**src/rtl/lmsm_sequencer.sv**
```systemverilog
// LM/SM micro-op sequencer for the ID stage: expands a register mask into
// one load/store micro-op per set bit, lowest register first.
module lmsm_sequencer #(
    parameter int ADDR_W    = 16,
    parameter int NREGS     = 8,
    parameter int IDX_W     = 3,
    parameter int ADDR_STEP = 1
) (
    input  logic              clk,
    input  logic              rst_n,
    input  logic              instr_valid,
    input  logic              is_lm,
    input  logic              is_sm,
    input  logic [NREGS-1:0]  reg_mask,
    input  logic [ADDR_W-1:0] base_addr,
    input  logic              hold_in,
    input  logic              flush,
    output logic              pc_enable,
    output logic              if_id_enable,
    output logic              bubble_out,
    output logic              busy,
    output logic              uop_valid,
    output logic              uop_is_load,
    output logic [IDX_W-1:0]  uop_reg,
    output logic [ADDR_W-1:0] uop_addr,
    output logic              uop_last
);

    typedef enum logic {IDLE, SEQ} state_t;

    state_t            state_q, state_d;
    logic [NREGS-1:0]  mask_q, mask_d;
    logic [ADDR_W-1:0] addr_q, addr_d;
    logic              kind_q, kind_d;

    logic              start;
    logic              one_left;
    logic [NREGS-1:0]  mask_rest;
    logic [IDX_W-1:0]  low_idx;

    // mask_rest drops the lowest set bit; empty rest means this is the last uop
    assign mask_rest = mask_q & (mask_q - NREGS'(1));
    assign one_left  = (mask_q != '0) && (mask_rest == '0);
    assign start     = (state_q == IDLE) && instr_valid && (is_lm || is_sm)
                       && !hold_in && !flush;

    always_comb begin
        low_idx = '0;
        for (int i = NREGS - 1; i >= 0; i--) begin
            if (mask_q[i]) low_idx = IDX_W'(i);
        end
    end

    assign uop_reg     = low_idx;
    assign uop_addr    = addr_q;
    assign uop_is_load = kind_q;
    assign busy        = (state_q == SEQ);
    assign uop_valid   = (state_q == SEQ);
    assign uop_last    = (state_q == SEQ) && one_left;

    always_comb begin
        state_d      = state_q;
        mask_d       = mask_q;
        addr_d       = addr_q;
        kind_d       = kind_q;
        pc_enable    = 1'b1;
        if_id_enable = 1'b1;
        bubble_out   = 1'b0;
        unique case (state_q)
            IDLE: begin
                if (start) begin
                    bubble_out = 1'b1;
                    if (reg_mask != '0) begin
                        mask_d       = reg_mask;
                        addr_d       = base_addr;
                        kind_d       = is_lm;
                        state_d      = SEQ;
                        pc_enable    = 1'b0;
                        if_id_enable = 1'b0;
                    end
                end
            end
            SEQ: begin
                pc_enable    = one_left && !hold_in;
                if_id_enable = one_left && !hold_in;
                if (flush) begin
                    pc_enable    = 1'b1;
                    if_id_enable = 1'b1;
                    mask_d       = '0;
                    state_d      = IDLE;
                end else if (!hold_in) begin
                    mask_d = mask_rest;
                    addr_d = addr_q + ADDR_W'(ADDR_STEP);
                    if (one_left) state_d = IDLE;
                end
            end
            default: state_d = IDLE;
        endcase
    end

    always_ff @(posedge clk or negedge rst_n) begin
        if (!rst_n) begin
            state_q <= IDLE;
            mask_q  <= '0;
            addr_q  <= '0;
            kind_q  <= 1'b0;
        end else begin
            state_q <= state_d;
            mask_q  <= mask_d;
            addr_q  <= addr_d;
            kind_q  <= kind_d;
        end
    end

endmodule

```
**config.mk**
```make
export PLATFORM = sky130hd
export DESIGN_NAME = lmsm_sequencer
export DESIGN_NICKNAME = d
export VERILOG_FILES = /design/src/rtl/lmsm_sequencer.sv
export SDC_FILE = /design/constraint.sdc
export NUM_CORES = 1
export LEC_CHECK = 0
export BUFFER_PORTS_ARGS = -buffer_cell sky130_fd_sc_hd__buf_2
export CAP_MARGIN = 20
export CORE_MARGIN = 2
export CORE_UTILIZATION = 25
export DETAILED_ROUTE_END_ITERATION = 10
export GPL_TIMING_DRIVEN = 0
export HOLD_SLACK_MARGIN = 0.06
export MAX_ROUTING_LAYER = met4
export PLACE_DENSITY_LB_ADDON = 0.25
export SLEW_MARGIN = 5
export SYNTH_ARGS = -nofsm -noshare
export SYNTH_HDL_FRONTEND = slang
export SYNTH_SLANG_ARGS = --single-unit
```
**constraint.sdc**
```tcl
create_clock -name clk -period 2.3 [get_ports clk]
set_clock_uncertainty 0.1 [all_clocks]
set_input_delay 0.23 -clock clk [delete_from_list [all_inputs] [get_ports clk]]
set_output_delay 0.23 -clock clk [all_outputs]
set_load 0.02 [all_outputs]
```
==> impl_metrics.toml <==
[power_and_ir_drop]
p_sw_frac = 0.4472
max-vdd-ir-drop_uv = 437.3
total_power_w = 0.002091
p_leak_nw = 1.067
internal-power_w = 0.001156
p_seq_frac = 0.381
clkPwrFrac = 0.137
p_comb_frac = 0.482
power_density_nw_per_um2 = 885.8
netSwitchingPower_w = 0.0009352

[die]
pin_count = 57
fp.dieH_microns = 86.02
start_util = 0.2618
die_area_sq_um = 7399
core.rowCount = 29
core-area_sq_um = 6422
die_w_microns = 86.02

[synth]
synth_area_leaders = "dfrtp_1 39%, nand2_1 5.6%, nor2_1 4.2%"
ys_seq_area_frac = 0.3869
ys_ff_latch = 26
synthTopCellsByCount = "26 x dfrtp_1, 25 x nand2_1, 19 x nor2_1"
synth.avg_cell_area_sq_um = 8.408
synth.largest_area_cell = "dfrtp_1"
synthesis.nets = 232
synth_most_common_cell = "dfrtp_1"
synth_cell_type_count = 50
yosys_most_used_dff = "dfrtp_1"
synth_top_cell_area_share = 0.3869
syn_area_sq_um = 1682
syn-instance-count = 200
synth_edf_count = 0
synth_warnings = 0
synthArstFlopShare = 1.000

[cts]
htree_levels = 1
insertion_delay_ns = 0.28
cts_buffers = 3
root_buffer = "clkbuf_8"
clkSlewWorstSetupHoldPaths_ns = 0.10
tritoncts = "yes"
cts_buffer_depth = 2
clock-sinks = 26

[timing]
setup_slack_ns = -0.1053
fin_crit_ns = 2.405
setup_viol = 3
max_freq_mhz = 415.7
worst_pin_slew_ns = 0.6891
finalSetupTns_ns = -0.2854
period_share = 1.046
hold_viol_final = 0
grt_setup_unrepaired = "true"
maxSlewViolCount = 0
slew_headroom = 0.5364

[detailed_routing]
via_per_inst = 5.273
drt_iter0_markers = 87
drc = 0
first_pass_iters = 4
wl_microns = 5937
wl_per_cell_microns = 16.87
ant_nets = 0
vias = 1856

[hold_path]
hp-class = "input port to register"
min_from = "is_lm"
whs_path_depth = 3
min_to = "uop_is_load"

[final_layout]
drive_gt1_frac = 0.3818
final_cells = 352
area_growth_syn_to_layout_pct = 40.40
fill_cells = 701
finalInstanceArea_sq_um = 2361
diodes = 0
nets = 308

[global_routing]
grt_max_degree = 27
grt-ovfl-total = 0
grt_use_total = 0.1682
grt_pass1_wl_microns = 9494
first_global_vias = 1782
antenna_found_initial = 0

[setup_path]
crit_required_ns = 1.97
critical-path-max-stage-delay_ns = 0.43
cp_data_arrival_time_ns = 2.08
endpoint_kind = "output port"
r2r_slack_ns = 0.05
r2r-start = "busy"
crit_top_cell = "buf_6"
critPathKind = "register to output port"
path_cells = "or3_4, nor3_4, nand4b_1, a31oi_4, a21o_1, buf_6, buf_6"
worstRegToRegCells = 6
rr_endpoint = "uop_addr[4]"
path_max_fanout = 4
cpMaxStageDelayCell = "dfrtp_2"
cp-start-kind = "register"

[placement]
placedCellCount = 333
pre_cts_ws_ns = -0.1523
port_buffers = 56
place_area_sq_um = 2097
gp_congestion = 0.8941
dp_hpwl_microns = 4063

[run]
drv_cap = 0

[outcome]
violations = "negative setup slack"
status = "finished with violations"
## power groups by stage
stage	registers, W	clock network [W]	logic, W
2_1_floorplan	0.000896	0	0.000473
3_3_place_gp	0.000785	0	0.000895
3_5_place_dp	0.000786	0	0.000900
4_1_cts	0.000787	0.000299	0.000961
5_1_grt	0.000824	0.000311	0.00110
6_report	0.000797	0.000286	0.00101
## critical path: cells and delay by family (launching register included)
| kind | cells | cell delay (ns) |
|---|---|---|
| flip-flops | 1 | 0.43 |
| AO/OA/AOI/OAI | 2 | 0.38 |
| buffers and inverters | 2 | 0.19 |
| AND/OR/NAND/NOR | 3 | 0.81 |
## worst max-delay path by stage
stage	startpoint	end	slack (ns)	cells after the start
final	mask_q[4]	pc_enable	-0.11	7
after CTS	busy	pc_enable	-0.13	6
after floorplan	mask_q[1]	pc_enable	0.004	7
after global routing	mask_q[4]	pc_enable	-0.21	7
after detailed placement	busy	uop_addr[4]	-0.15	7
after global placement	busy	mask_q[6]	-0.13	7
## kinds of logic after synthesis
kind of cell | synth area share
adder cells (fa/ha/maj) | 0.01339
multiplexers | 0.04390
buffers and inverters | 0.05357
flip-flops | 0.3869
AND/OR/NAND/NOR | 0.2522
AO/OA/AOI/OAI | 0.2500
## metal layers
layer	vias to the layer above	track usage	wire (microns)
li1	904	-	-
met1	892	0.2322	2740
met2	58	0.2657	2831
met3	2	0.02791	347
met4	0	0.02309	17
met5	-	-	0
## state kept, by name (all words and copies together), names as in the netlist
| name | flops |
|---|---|
| uop_addr | 16 |
| mask_q | 8 |
| busy | 1 |
| uop_is_load | 1 |
## final cells by class
type                    instances  area, sq um  area share
repair buffers                 75        441.7      0.1871
plain buffers                   8        50.05     0.02120
inverters                       9        33.78     0.01431
flip-flops and latches         26        655.6      0.2777
multi-input cells             153         1039      0.4399
clock buffers                   4        45.04     0.01908
well taps                      77        96.34     0.04081
## cell usage in the layout, fill, tap and decap left out, drive strengths merged, types with 7 or more instances in the layout
| cell type | n |
|---|---|
| a21oi | 10 |
| buf | 79 |
| clkbuf | 7 |
| dfrtp | 26 |
| inv | 8 |
| nand2 | 25 |
| nand3 | 9 |
| nor2 | 19 |
| nor3 | 10 |
| o21ai | 13 |
## repair_timing
action / in CTS / in global routing
setup endpoints to repair: 17 / 11
buffers inserted: 13 / 6
gates resized for setup: 14 / 12
hold endpoints to repair: 26 / 0
hold buffers: 1 / 0
pin swaps: 10 / 6
gates cloned: 0 / 0
## through the flow
stage          utilization  hold slack, ns
2_1_floorplan            -         -0.1656
3_3_place_gp        0.3265          0.1939
3_5_place_dp        0.3265          0.1958
4_1_cts             0.3538         0.06018
5_1_grt             0.3676         0.06966
6_report            0.3676         0.06864
(Power assumes the default switching activity.)
